<file path="src/rtl/clb_cfg_if.sv">
// Bit-serial configuration stream handshake between a stream source and the CLB loader.
interface clb_cfg_if;
  logic cfg_valid;
  logic cfg_bit;
  logic cfg_ready;

  modport master (output cfg_valid, output cfg_bit, input cfg_ready);
  modport slave  (input cfg_valid, input cfg_bit, output cfg_ready);
endinterface

</file>
<file path="src/rtl/clb_cfg_loader.sv">
// Serial CLB configuration loader: assembles CFG_W-bit words MSB-first and writes them to CLBs 0..N_CLB-1.
// Optional per-word even parity check is enabled by defining CLB_CFG_PARITY_EN.
module clb_cfg_loader #(
  parameter int N_CLB = 16,
  parameter int CFG_W = 23,
  parameter int IDX_W = $clog2(N_CLB)
) (
  input  logic             clk,
  input  logic             rst_n,
  input  logic             start,
  clb_cfg_if.slave         cfg,
  output logic [CFG_W-1:0] clb_bits,
  output logic [N_CLB-1:0] clb_wr_en,
  output logic             busy,
  output logic             done,
  output logic             err
);

  localparam int CNT_W = $clog2(CFG_W);
  localparam logic [CNT_W-1:0] LAST_BIT = CNT_W'(CFG_W - 1);
  localparam logic [IDX_W-1:0] LAST_IDX = IDX_W'(N_CLB - 1);

  typedef enum logic [2:0] {
    IDLE  = 3'd0,
    SHIFT = 3'd1,
    CHECK = 3'd2,
    WRITE = 3'd3,
    DONE  = 3'd4,
    ERROR = 3'd5
  } state_t;

  state_t             state_r;
  logic [IDX_W-1:0]   idx_r;
  logic [CNT_W-1:0]   bit_cnt_r;
  logic [CFG_W-1:0]   shreg_r;
  logic [N_CLB-1:0]   wr_en_r;
  logic               ready_r;
  logic               busy_r;
  logic               done_r;
  logic               err_r;

`ifdef CLB_CFG_PARITY_EN
  // Nonzero when word plus parity bit does not have even parity.
  function automatic logic parity_bad(input logic [CFG_W-1:0] word, input logic par);
    return ^{word, par};
  endfunction
`endif

  // Load sequencer; every output is registered and updated alongside the state.
  always_ff @(posedge clk or negedge rst_n) begin
    if (!rst_n) begin
      state_r   <= IDLE;
      idx_r     <= {IDX_W{1'b0}};
      bit_cnt_r <= {CNT_W{1'b0}};
      shreg_r   <= {CFG_W{1'b0}};
      wr_en_r   <= {N_CLB{1'b0}};
      ready_r   <= 1'b0;
      busy_r    <= 1'b0;
      done_r    <= 1'b0;
      err_r     <= 1'b0;
    end else begin
      case (state_r)
        IDLE, DONE, ERROR: begin
          if (start) begin
            state_r   <= SHIFT;
            idx_r     <= {IDX_W{1'b0}};
            bit_cnt_r <= {CNT_W{1'b0}};
            done_r    <= 1'b0;
            err_r     <= 1'b0;
            busy_r    <= 1'b1;
            ready_r   <= 1'b1;
          end
        end
        SHIFT: begin
          if (cfg.cfg_valid && ready_r) begin
            shreg_r <= {shreg_r[CFG_W-2:0], cfg.cfg_bit};
            if (bit_cnt_r == LAST_BIT) begin
              bit_cnt_r <= {CNT_W{1'b0}};
`ifdef CLB_CFG_PARITY_EN
              state_r   <= CHECK;
`else
              state_r   <= WRITE;
              ready_r   <= 1'b0;
              wr_en_r   <= N_CLB'(1) << idx_r;
`endif
            end else begin
              bit_cnt_r <= bit_cnt_r + CNT_W'(1);
            end
          end
        end
`ifdef CLB_CFG_PARITY_EN
        CHECK: begin
          if (cfg.cfg_valid && ready_r) begin
            ready_r <= 1'b0;
            if (!parity_bad(shreg_r, cfg.cfg_bit)) begin
              state_r <= WRITE;
              wr_en_r <= N_CLB'(1) << idx_r;
            end else begin
              // Failed word is dropped; earlier CLBs keep what they were given.
              state_r <= ERROR;
              err_r   <= 1'b1;
              busy_r  <= 1'b0;
            end
          end
        end
`endif
        WRITE: begin
          wr_en_r <= {N_CLB{1'b0}};
          if (idx_r == LAST_IDX) begin
            state_r <= DONE;
            done_r  <= 1'b1;
            busy_r  <= 1'b0;
          end else begin
            idx_r   <= idx_r + IDX_W'(1);
            state_r <= SHIFT;
            ready_r <= 1'b1;
          end
        end
        default: begin
          state_r <= IDLE;
          wr_en_r <= {N_CLB{1'b0}};
          ready_r <= 1'b0;
          busy_r  <= 1'b0;
        end
      endcase
    end
  end

  assign cfg.cfg_ready = ready_r;
  assign clb_bits      = shreg_r;
  assign clb_wr_en     = wr_en_r;
  assign busy          = busy_r;
  assign done          = done_r;
`ifdef CLB_CFG_PARITY_EN
  assign err           = err_r;
`else
  assign err           = 1'b0;
`endif

endmodule

</file>
<file path="src/flat_wrapper.sv">
// flat-port wrapper written by rule: the top's interface ports become plain ports
module clb_cfg_loader_flat 
#(
  parameter int N_CLB = 16,
  parameter int CFG_W = 23,
  parameter int IDX_W = $clog2(N_CLB)
)
  (clk, rst_n, start, clb_bits, clb_wr_en, busy, done, err, cfg_cfg_valid, cfg_cfg_bit, cfg_cfg_ready);
  clb_cfg_if cfg_i ();
  input  logic clk;
  input  logic rst_n;
  input  logic start;
  output logic [CFG_W-1:0] clb_bits;
  output logic [N_CLB-1:0] clb_wr_en;
  output logic busy;
  output logic done;
  output logic err;
  input wire logic [$bits(cfg_i.cfg_valid)-1:0] cfg_cfg_valid;
  input wire logic [$bits(cfg_i.cfg_bit)-1:0] cfg_cfg_bit;
  output wire logic [$bits(cfg_i.cfg_ready)-1:0] cfg_cfg_ready;
  assign cfg_i.cfg_valid = cfg_cfg_valid;
  assign cfg_i.cfg_bit = cfg_cfg_bit;
  assign cfg_cfg_ready = cfg_i.cfg_ready;
  clb_cfg_loader #(.N_CLB(N_CLB), .CFG_W(CFG_W), .IDX_W(IDX_W)) u_core (.clk(clk), .rst_n(rst_n), .start(start), .cfg(cfg_i), .clb_bits(clb_bits), .clb_wr_en(clb_wr_en), .busy(busy), .done(done), .err(err));
endmodule
</file>
<file path="config.mk">
export PLATFORM = sky130hd
export DESIGN_NAME = clb_cfg_loader_flat
export DESIGN_NICKNAME = d
export VERILOG_FILES = /design/src/rtl/clb_cfg_if.sv /design/src/rtl/clb_cfg_loader.sv /design/src/flat_wrapper.sv
export SDC_FILE = /design/constraint.sdc
export NUM_CORES = 1
export LEC_CHECK = 0
export CAP_MARGIN = 20
export CELL_PAD_IN_SITES_DETAIL_PLACEMENT = 1
export CELL_PAD_IN_SITES_GLOBAL_PLACEMENT = 1
export CORE_AREA = 2 2 83 93
export CTS_BUF_LIST = sky130_fd_sc_hd__clkbuf_2 sky130_fd_sc_hd__clkbuf_4 sky130_fd_sc_hd__clkbuf_8
export CTS_CLUSTER_DIAMETER = 50
export CTS_CLUSTER_SIZE = 12
export DETAILED_ROUTE_END_ITERATION = 10
export DIE_AREA = 0 0 85 95
export PLACE_DENSITY_LB_ADDON = 0.3
export SETUP_SLACK_MARGIN = 0.2
export SYNTH_ARGS = -nofsm -noshare
export SYNTH_HDL_FRONTEND = slang
export SYNTH_SLANG_ARGS = --single-unit
</file>
<file path="constraint.sdc">
create_clock -name clk -period 1.4 [get_ports clk]
set_input_delay 0.21 -clock clk [delete_from_list [all_inputs] [get_ports clk]]
set_output_delay 0.21 -clock clk [all_outputs]
set_load 0.02 [all_outputs]
</file>
# Word level (Yosys, flattened, before mapping)
# Index checks and enable logic that the tools add are counted.
# word_totals
input_bits,5
output_inout_bits,43
romBits,0
latchBits,0
elab_cells,62
mem_count,0
mem_bits_rw,0
ff_bits,54
# classes
add_sub_neg,2
shift,1
bitwise_logic,2
n_mul,0
order_cmp,0
n_mux,25
eq_ne,11
n_reduce_logical,13
div,0
# op_table
cell,n
2-to-1 mux 16 bit,2
case mux 16 bit (2 select lines),1
AND reduction 3 bit,6
"<< shifter 1 x 4 -> 16 bit, first input constant",1
2-to-1 mux 5 bit,3
2-to-1 mux 3 bit,4
case mux 5 bit (2 select lines),1
case mux 3 bit (3 select lines),1
2-to-1 mux 4 bit,2
case mux 4 bit (2 select lines),1
2-to-1 mux 1 bit,7
"equality test 3 bit, second input constant",2
"!= test 2 x 1 -> 1 bit, second input constant",3
case mux 1 bit (3 select lines),2
"adder 5 x 1 -> 5 bit, second input constant",1
"equality test 5 bit, second input constant",1
"adder 4 x 1 -> 4 bit, second input constant",1
"equality test 4 bit, second input constant",1
"!= test 2 bit, second input constant",2
AND reduction 4 bit,1
nonzero test 2 bit,2
"equality test 3 x 1 -> 1 bit, second input constant",1
"equality test 3 x 2 -> 1 bit, second input constant",1
zero test 3 bit,1
other kinds (5),6

# Longest topological paths before layout
# Gate-level depths: netlist of the first run.
# depth
word_depth,4
mapped_depth,7
mapped_depth_nobuf,6

# Worst setup path after synthesis of the first run
# No wires, ideal clock.
# synth_path
kind,reg2reg
startpoint,"reg u_core.ready_r, in the netlist u_core.cfg.cfg_ready"
endpoint,"reg u_core.shreg_r[4], in the netlist u_core.clb_bits[4]"
synth_period_minus_slack_ns,1.524
n_path_buf,1
setup_ns,0.128
path_stages_with_launch,5
arrival_ns,1.396
path_slack_ns,-0.124
cell_sequence,dfrtp_1 -> nand4b_4 -> nor2_4 -> buf_6 -> mux2_1
# synth_via
elab_chain_len,2
# synth_lines
item,line_no,text
from (decl),clb_cfg_loader.sv:37,logic ready_r;
from (signal assigned),clb_cfg_loader.sv:57,ready_r <= 1'b0;
from (signal assigned),clb_cfg_loader.sv:71,ready_r <= 1'b1;
from (signal assigned),clb_cfg_loader.sv:83,ready_r <= 1'b0;
logical AND 1 bit,clb_cfg_loader.sv:75,if (cfg.cfg_valid && ready_r) begin
AND reduction 2 bit (no source line),-,
to (signal assigned),clb_cfg_loader.sv:55,shreg_r <= {CFG_W{1'b0}};
to (signal assigned),clb_cfg_loader.sv:76,"shreg_r <= {shreg_r[CFG_W-2:0], cfg.cfg_bit};"
to (decl),clb_cfg_loader.sv:35,logic [CFG_W-1:0] shreg_r;
# Every way passes these cells.
# A chain may end at the register's enable or synchronous reset.

# Final worst setup path of the first run
# layout_path
startpoint,reg u_core.bit_cnt_r[0]
endpoint,"reg u_core.wr_en_r[11], in the netlist u_core.clb_wr_en[11]"
# layout_via
elab_chain_len,3
# layout_lines
item,line_no,text
from (decl),clb_cfg_loader.sv:34,logic [CNT_W-1:0] bit_cnt_r;
from (signal assigned),clb_cfg_loader.sv:54,bit_cnt_r <= {CNT_W{1'b0}};
from (signal assigned),clb_cfg_loader.sv:67,bit_cnt_r <= {CNT_W{1'b0}};
from (signal assigned),clb_cfg_loader.sv:78,bit_cnt_r <= {CNT_W{1'b0}};
equality test 5 bit,clb_cfg_loader.sv:77,if (bit_cnt_r == LAST_BIT) begin
!= test 2 x 1 -> 1 bit (no source line),-,
AND reduction 3 bit (no source line),-,
to (signal assigned),clb_cfg_loader.sv:84,wr_en_r <= N_CLB'(1) << idx_r;
to (signal assigned),clb_cfg_loader.sv:108,wr_en_r <= {N_CLB{1'b0}};
to (signal assigned),clb_cfg_loader.sv:121,wr_en_r <= {N_CLB{1'b0}};
to (decl),clb_cfg_loader.sv:36,logic [N_CLB-1:0] wr_en_r;
# Every way passes these cells.

==> results of run 1 <==
## worst max path at each step
stage	cells after the start	slack, ps	to	start
4_1_cts	8	-180	u_core.clb_wr_en[11]	u_core.bit_cnt_r[0]
5_1_grt	8	-330	u_core.clb_wr_en[11]	u_core.bit_cnt_r[0]
3_3_place_gp	5	-260	u_core.clb_bits[3]	cfg_cfg_valid
6_report	8	-280	u_core.clb_wr_en[11]	u_core.bit_cnt_r[0]
3_5_place_dp	7	-310	u_core.bit_cnt_r[3]	cfg_cfg_valid
2_1_floorplan	5	-100	u_core.clb_bits[11]	u_core.state_r[2]
## layout by cell type, fill, tap and decap left out, drive strengths merged, types with 6 or more instances in the layout
| master | Yosys | routed |
|---|---|---|
| mux2 | 24 | 24 |
| clkbuf | 2 | 6 |
| o21ai | 8 | 8 |
| ha | 8 | 8 |
| nand3 | 20 | 20 |
| inv | 9 | 10 |
| clkdlybuf4s15 | 0 | 7 |
| dfrtp | 54 | 54 |
| nor2 | 7 | 7 |
| a21oi | 6 | 6 |
| nand2 | 33 | 33 |
| nand2b | 6 | 6 |
| buf | 8 | 106 |
## cell type report
cell class,count,area share
Clock buffer,5,0.0168
Clock inverter,3,0.0116
Inverter,9,0.00825
Multi-Input combinational cell,143,0.343
Sequential cell,54,0.331
Tap cell,87,0.0266
Timing Repair Buffer,118,0.262
## per-stage QoR
step / hold slack, ps / instance area (um^2) / util / setup slack (ps)
after floorplan: -85.6 / 2500 / - / -96.6
after global placement: 228 / 3230 / 0.447 / -256
after detailed placement: 232 / 3230 / 0.447 / -306
after CTS: 426 / 3800 / 0.527 / -177
after global routing: 453 / 4100 / 0.567 / -330
final: 410 / 4100 / 0.567 / -283
## metal layers
metal  vias to the layer above  global-route usage  wire [um]
met3                        18              0.0332        214
li1                        972                   -          -
met2                        40               0.321       4270
met1                      1091               0.224       3170
met5                         -                   0          0
met4                         0              0.0807        306
## power groups by stage
stage | Sequential, W | Combinational (W) | Clock, W
floorplan | 0.00299 | 0.00113 | 0
global placement | 0.00251 | 0.00297 | 0
detailed placement | 0.00253 | 0.00305 | 0
CTS | 0.00252 | 0.00365 | 0.00113
global route | 0.00260 | 0.00456 | 0.00119
finish | 0.00253 | 0.00429 | 0.00111
## what timing repair did
action | 4_1_cts | 5_1_grt
endpoints found under the hold margin | 54 | 0
gates resized for setup | 214 | 60
buffers inserted | 17 | 22
setup endpoints to repair | 96 | 76
hold buffers | 1 | 0
pin swaps | 17 | 15
cloned | 5 | 1
## kinds of logic after synthesis
kind of cell | count (synthesis) | share of synthesized area
flip-flops | 54 | 0.552
buffers and inverters | 19 | 0.0430
XOR/XNOR | 1 | 0.00358
other | 1 | 0.00153
AND/OR/NAND/NOR | 84 | 0.179
multiplexers | 24 | 0.110
adder cells (fa/ha/maj) | 8 | 0.0409
AO/OA/AOI/OAI | 25 | 0.0691
## state kept, by name, indices dropped and copies added (netlist names)
name,cells
u_core.clb_wr_en,16
u_core.done,1
u_core.busy,1
u_core.state_r,3
u_core.bit_cnt_r,5
u_core.idx_r,4
u_core.cfg.cfg_ready,1
u_core.clb_bits,23
## critical path, stage by stage, from the launching register on
cell     delay [ps]
dfrtp_1         420
inv_2           100
ha_4            150
and4b_2         280
a41oi_4         190
buf_6           190
buf_16          130
nand2_4          60
o31ai_4          60
==> run summary, run 1 <==
Die Y -> 95 um
deepest clock path buffer count -> 2
Vias -> 2121
total wire length -> 7960 um
Final period util -> 1.20
violated checks -> setup timing
fill count -> 756
unrepaired setup endpoints after global routing -> yes
CP endpoint kind -> flip-flop
detailed placer's ending HPWL -> 3900 um
count of cell types in the netlist -> 38
worst-path fanout max -> 5
Pleak -> 2.01 nW
PD cells -> 1940 nW/um^2
Post-Syn Nets -> 229
Worst Skew -> 11.2 ps
synthesized instance count -> 216
Synth area leaders -> dfrtp_1 (55%), mux2_1 (8.3%), nand2_1 (5.1%)
post-layout min period -> 1680 ps
Non-Filler Instances -> 419
count leader, synth -> dfrtp_1
Worst-path clk slew -> 110 ps
Avg Cell Area, Syn -> 11.3 um^2
Internal Pwr Total -> 0.00488 W
routed len/inst -> 19.0 um
final setup vio count -> 50
TritonCTS buffer count -> 5
crit path DAT -> 1890 ps
antenna-violating nets left -> 0
Rows -> 33
area of the multi-input gates -> 1410 um^2
Avg Vias per Cell -> 5.06
Commonest cells post-synth -> dfrtp_1 (54), nand2_1 (33), nand3_1 (20), mux2_1 (18), inv_1 (9)
placed cell count -> 365
Net Switching -> 0.00305 W
Logic pwr share -> 0.541
flops & latches, synth -> 54
setup ws final -> -283 ps
Area Growth Syn to Fin -> 67.4%
1st-pass router iterations -> 4
initial antenna violation count -> 0
Synth top area share -> 0.552
DIE WIDTH -> 85 um
GPL Wtd Cong -> 0.756
Post-synth EDFFs -> 0
Clock power frac -> 0.140
type of origin of the critical path -> flip-flop
Seq/Total Area, Yosys -> 0.552
total die area -> 8080 um^2
Final #Nets -> 344
Setup TNS Final -> -7720 ps
outcome -> finished with violations
ant diodes -> 0
share of cells above drive strength 1 -> 0.636
Switching Share -> 0.385
reg2reg start -> u_core.bit_cnt_r[0]
Sequential cell area -> 1360 um^2
H-tree levels -> 2
initial core utilization -> 0.339
Max-cap violations -> 0
pin count of the biggest net entering global routing -> 55
final hold violations -> 0
reg2reg path depth -> 8
global route total overflow -> 0
maximum VDD drop -> 1060 uV
reg2reg end -> u_core.clb_wr_en[11]
global-route wire length before repair -> 11500 um
Worst Setup Path Type -> flip-flop to flip-flop
Synth async-reset ratio -> 1.00
Most used DFF post-synth -> dfrtp_1
io pins -> 48
vias in the first global route -> 2195
largest area contributor in the netlist -> dfrtp_1
All-Layer GR Usage -> 0.185
clock sink count -> 54
Slew Viols, Final -> 0
Clk Latency, worst-skew pair -> 320 ps
Root Driver -> clkbuf_8
Core ar. -> 7230 um^2
Initial DRC Count -> 41
CTS tree -> done
sequential share of power -> 0.319
total power -> 0.00793 W
Max Freq -> 0.594 GHz
Hold WC Path Type -> input port to async pin
DRC Markers -> 0
Synth Cell Area -> 2450 um^2
port bufs -> 46
Yosys warning total -> 0
R2R setup slack -> -280 ps
Critical Path RT -> 1610 ps
(Power assumes the default switching activity.)
==> run 2: changes to the inputs <==
HOLD_SLACK_MARGIN = 0.12   (was default)
TNS_END_PERCENT = 20   (was default)
==> run summary, run 2 (same netlist as run 1, synthesis figures left out) <==
outcome -> finished with violations
violated checks -> setup timing
Initial DRC Count -> 89 (+120%)
Final period util -> 1.17 (-0.0312)
Slew Viols, Final -> 0 (unchanged)
CP most frequent cell -> nand2_2
Setup TNS Final -> -4500 ps (+3220 ps)
TritonCTS buffer count -> 5 (unchanged)
GPL Wtd Cong -> 0.719 (-4.9%)
initial antenna violation count -> 0 (unchanged)
Max-cap violations -> 0 (unchanged)
Worst Setup Path Type -> flip-flop to flip-flop
All-Layer GR Usage -> 0.164 (-0.0208)
PD cells -> 1860 nW/um^2 (-4.0%)
commonest non-fill, non-tap cell in the layout -> dfrtp_1
most frequent cells in the layout -> dfrtp_1 (52), buf_4 (35), buf_2 (30)
Top delay family on crit path -> buffers and inverters
CP max stage delay -> 410 ps (about the same)
CP cell instances -> inv_2 -> ha_4 -> and4b_2 -> a41oi_4 -> buf_12 -> buf_16 -> nand2_2 -> nand2_2
H-tree levels -> 2 (unchanged)
Placed Area -> 3250 um^2 (+0.85%)
Logic pwr share -> 0.458 (-0.083)
Worst-path clk slew -> 100 ps (about the same)
Crit path depth -> 8 (unchanged)
Root Driver -> clkbuf_8
antenna-violating nets left -> 0 (unchanged)
reg2reg path depth -> 8 (unchanged)
final hold violations -> 0 (unchanged)
1st-pass router iterations -> 2 (-2)
Max Freq -> 0.610 GHz (+2.7%)
Vias -> 1944 (-8.3%)
global route total overflow -> 0 (unchanged)
share of cells above drive strength 1 -> 0.442 (-0.194)
routed len/inst -> 16.1 um (-15%)
Clk Latency, worst-skew pair -> 310 ps (about the same)
final setup vio count -> 38 (-24%)
reg2reg end -> u_core.clb_wr_en[2]
initial core utilization -> 0.339 (unchanged)
total die area -> 8080 um^2 (unchanged)
Clock power frac -> 0.167 (+0.027)
Area Growth Syn to Fin -> 47.5%
unrepaired setup endpoints after global routing -> yes
pin count of the biggest net entering global routing -> 25 (-55%)
crit path DAT -> 1850 ps (-40 ps)
CTS tree -> done
Top Layer Used -> met4
Pleak -> 1.81 nW (-9.9%)
Rows -> 33 (unchanged)
io pins -> 48 (unchanged)
Internal Pwr Total -> 0.00412 W (-16%)
crit path from -> u_core.bit_cnt_r[0]
buffers plus inverters on the worst setup path -> 3 (unchanged)
CP endpoint kind -> flip-flop
Switching Share -> 0.386 (+0.00151)
max reg flops -> 23 (unchanged)
global-route wire length before repair -> 10400 um (-9.5%)
WL met1 -> 2780 um (-12%)
R2R setup slack -> -240 ps (+40 ps)
routed wire length on met3 -> 134 um (-37%)
Worst Skew -> 9.70 ps (-1.47 ps)
setup ws final -> -239 ps (+43.6 ps)
Critical Path RT -> 1620 ps (about the same)
DIE WIDTH -> 85 um (unchanged)
Avg Vias per Cell -> 4.92 (-2.8%)
post-layout min period -> 1640 ps (-43.6 ps)
deepest clock path buffer count -> 2 (unchanged)
DRC Markers -> 0 (unchanged)
Hold WC Path Type -> input port to async pin
vias in the first global route -> 2049 (-6.7%)
maximum VDD drop -> 731 uV (-31%)
reg2reg start -> u_core.bit_cnt_r[0]
design area -> 3610 um^2 (-12%)
detailed placer's ending HPWL -> 4230 um (+8.3%)
Net Switching -> 0.00259 W (-15%)
Core ar. -> 7230 um^2 (unchanged)
total wire length -> 6370 um (-20%)
clock sink count -> 54 (unchanged)
Final #Nets -> 320 (-7.0%)
sequential share of power -> 0.375 (+0.056)
port bufs -> 46 (unchanged)
worst-path fanout max -> 5 (unchanged)
ant diodes -> 0 (unchanged)
Slowest-stage cell, CP -> dfrtp_1
type of origin of the critical path -> flip-flop
Die Y -> 95 um (unchanged)
routed wl met2 -> 3370 um (-21%)
CP endpoint -> u_core.clb_wr_en[2]
## run 2: power by group through the flow
| stage | Clock (W) | Sequential [W] | Combinational, W |
|---|---|---|---|
| after floorplan | 0 | 0.00298 | 0.00107 |
| after global placement | 0 | 0.00250 | 0.00294 |
| after detailed placement | 0 | 0.00254 | 0.00304 |
| after CTS | 0.00117 | 0.00250 | 0.00309 |
| after global routing | 0.00122 | 0.00261 | 0.00331 |
| final | 0.00112 | 0.00252 | 0.00307 |
## run 2: per-stage QoR
stage          total power (W)  std cells  utilization  setup WS (ps)  hold slack [ps]
2_1_floorplan          0.00405        216            -          -96.6            -85.6
3_3_place_gp           0.00544        372        0.450           -257              172
3_5_place_dp           0.00557        372        0.450           -272              170
4_1_cts                0.00676        394        0.495           -209              365
5_1_grt                0.00714        395        0.499           -307              387
6_report               0.00670        395        0.499           -239              361
## run 2: layout make-up
cell class	count	area, um^2
Inverter	9	33.8
Clock inverter	2	38.8
Tap cell	87	109
Timing Repair Buffer	94	812
Clock buffer	6	82.6
Sequential cell	54	1350
Multi-Input combinational cell	143	1180
Fill cell	798	3620
## run 2: per-layer routing
metal  track usage  vias up
met5             0        -
met4        0.0595        0
met3        0.0262        9
met2         0.281       25
met1         0.210      976
li1              -      934
## run 2: repair_timing
item / in CTS / in global routing
hold buffers: 1 / 0
hold endpoints to repair: 14 / 0
gates cloned: 3 / 0
endpoints found under the setup margin: 94 / 75
setup buffers: 10 / 1
gates resized for setup: 152 / 33
pin swaps: 21 / 6
## run 2: worst min-delay path by stage
stage	startpoint	to	slack, ps	cells after the start
floorplan	rst_n	u_core.bit_cnt_r[0]	-90	0
global placement	rst_n	u_core.clb_wr_en[2]	170	1
detailed placement	rst_n	u_core.clb_wr_en[2]	170	1
CTS	rst_n	u_core.clb_wr_en[2]	370	2
global route	rst_n	u_core.clb_wr_en[2]	390	2
finish	rst_n	u_core.clb_wr_en[2]	360	2
==> run 3: changes to the inputs <==
CTS_CLUSTER_SIZE = default   (was 12)
==> results of run 3 <==
Same layout as run 2: the final DEF is identical, and so are final timing and power.
==> variant (config.mk and constraints of run 2) <==
`CFG_W` is set to 23 in 2 places; all go to 46.
--- a/src/rtl/clb_cfg_loader.sv
+++ b/src/rtl/clb_cfg_loader.sv
@@ -2,7 +2,7 @@
 // Optional per-word even parity check is enabled by defining CLB_CFG_PARITY_EN.
 module clb_cfg_loader #(
   parameter int N_CLB = 16,
-  parameter int CFG_W = 23,
+  parameter int CFG_W = 46,
   parameter int IDX_W = $clog2(N_CLB)
 ) (
   input  logic             clk,
--- a/src/flat_wrapper.sv
+++ b/src/flat_wrapper.sv
@@ -2,7 +2,7 @@
 module clb_cfg_loader_flat 
 #(
   parameter int N_CLB = 16,
-  parameter int CFG_W = 23,
+  parameter int CFG_W = 46,
   parameter int IDX_W = $clog2(N_CLB)
 )
   (clk, rst_n, start, clb_bits, clb_wr_en, busy, done, err, cfg_cfg_valid, cfg_cfg_bit, cfg_cfg_ready);
Interface: changed (resized clb_bits); port bits go from 48 to 71. No check against the original RTL was run, so the function may have changed too.
==> variant against run 2 <==
The run still ends with negative setup slack left; routed wire length increased by 83%; area after synthesis rose by 39%; sequential cell count is 24 higher; maximum frequency fell by 7.4%; utilization is 16 points higher; setup slack lost 0.13 ns; global-route usage up 9.2 points; total power is 37% higher; clock skew is 0.0054 ns higher; cell area up 32%.
==> variant: results <==
outcome:
  status: "finished, violations left"
  violations: "negative setup slack"
sta:
  setup_viol: 74
  tns_ns: -19.53
  worst_hold_slack_ns: 0.333
  fin_skew_ns: 0.0151
  setup_ws_ns: -0.370
placement:
  dp_hpwl_um: 5990
  routabilityCongestion: 0.830
  numPortBuffers: 69
  placed_area_um2: 4410
synth:
  synth_adder_area_share: 0.0295
  muxShareOfSynthArea: 0.159
  synth_top_family_by_area: "multiplexers"
  yosys-top-cells-count: "78 x dfrtp_1, 47 x mux2_2, 22 x nand3_1"
  synth.top_cells.by_area: "dfrtp_1 58%, mux2_2 16%, nand3_1 3.2%, ha_1 2.9%, o21ai_0 2.7%"
  synth_compound_area_frac: 0.0789
  yosys.cell_types.count: 42
  syn_nets: 285
cts:
  htree_levels: 3
  numCtsBuffers: 9
  clock_latency_ns: 0.36
route:
  drt_wl_total_um: 11700
  dr.pass1.iters: 4
  drtIter0Drc: 149
layout:
  largest_reg_flops: 46
  buffer_area_frac: 0.174
  n_fill_cell: 723
  multi_input_area_share: 0.327
  areaGrowthSynthToFinish_pct: 40.8
  drive_gt1_frac: 0.553
  n_sequential_cell: 78
  seq-cell-share: 0.409
  nMultiInputCombCells: 161
worst_setup_path:
  r2r-end: "u_core.clb_wr_en[10]$_DFFE_PN0P_"
  worstPathMaxFanout: 12
  timing.rr.start: "u_core.bit_cnt_r[1]$_DFFE_PN0P_"
  crit_path_start: "u_core.bit_cnt_r[1]$_DFFE_PN0P_"
power:
  p_seq_uw: 3400
  powerClk_uw: 2140
  vdd_drop_max_v: 0.00126
  p_int_uw: 5670
global_route:
  grt_use_total: 0.256
  grt_pass1_vias: 2861
-- variant: layer usage --
| metal | vias up | track usage | wire, um |
|---|---|---|---|
| li1 | 1168 | - | - |
| met1 | 1386 | 0.282 | 4400 |
| met2 | 106 | 0.471 | 6310 |
| met3 | 38 | 0.0498 | 486 |
| met4 | 0 | 0.124 | 465 |
| met5 | - | 0 | 0 |
-- variant: repair_timing --
item	4_1_cts	5_1_grt
endpoints found under the hold margin	78	0
hold buffers	1	0
buffers inserted	3	3
gates resized for setup	286	60
cloned	0	2
setup endpoints to repair	143	85
pin swaps	6	7
-- variant: worst max-delay path, delay by kind of cell, from the launching register on --
| family | cells | cell delay, ns |
|---|---|---|
| flip-flops | 1 | 0.40 |
| adder cells (fa/ha/maj) | 1 | 0.18 |
| AO/OA/AOI/OAI | 2 | 0.29 |
| buffers and inverters | 4 | 0.60 |
| AND/OR/NAND/NOR | 2 | 0.23 |
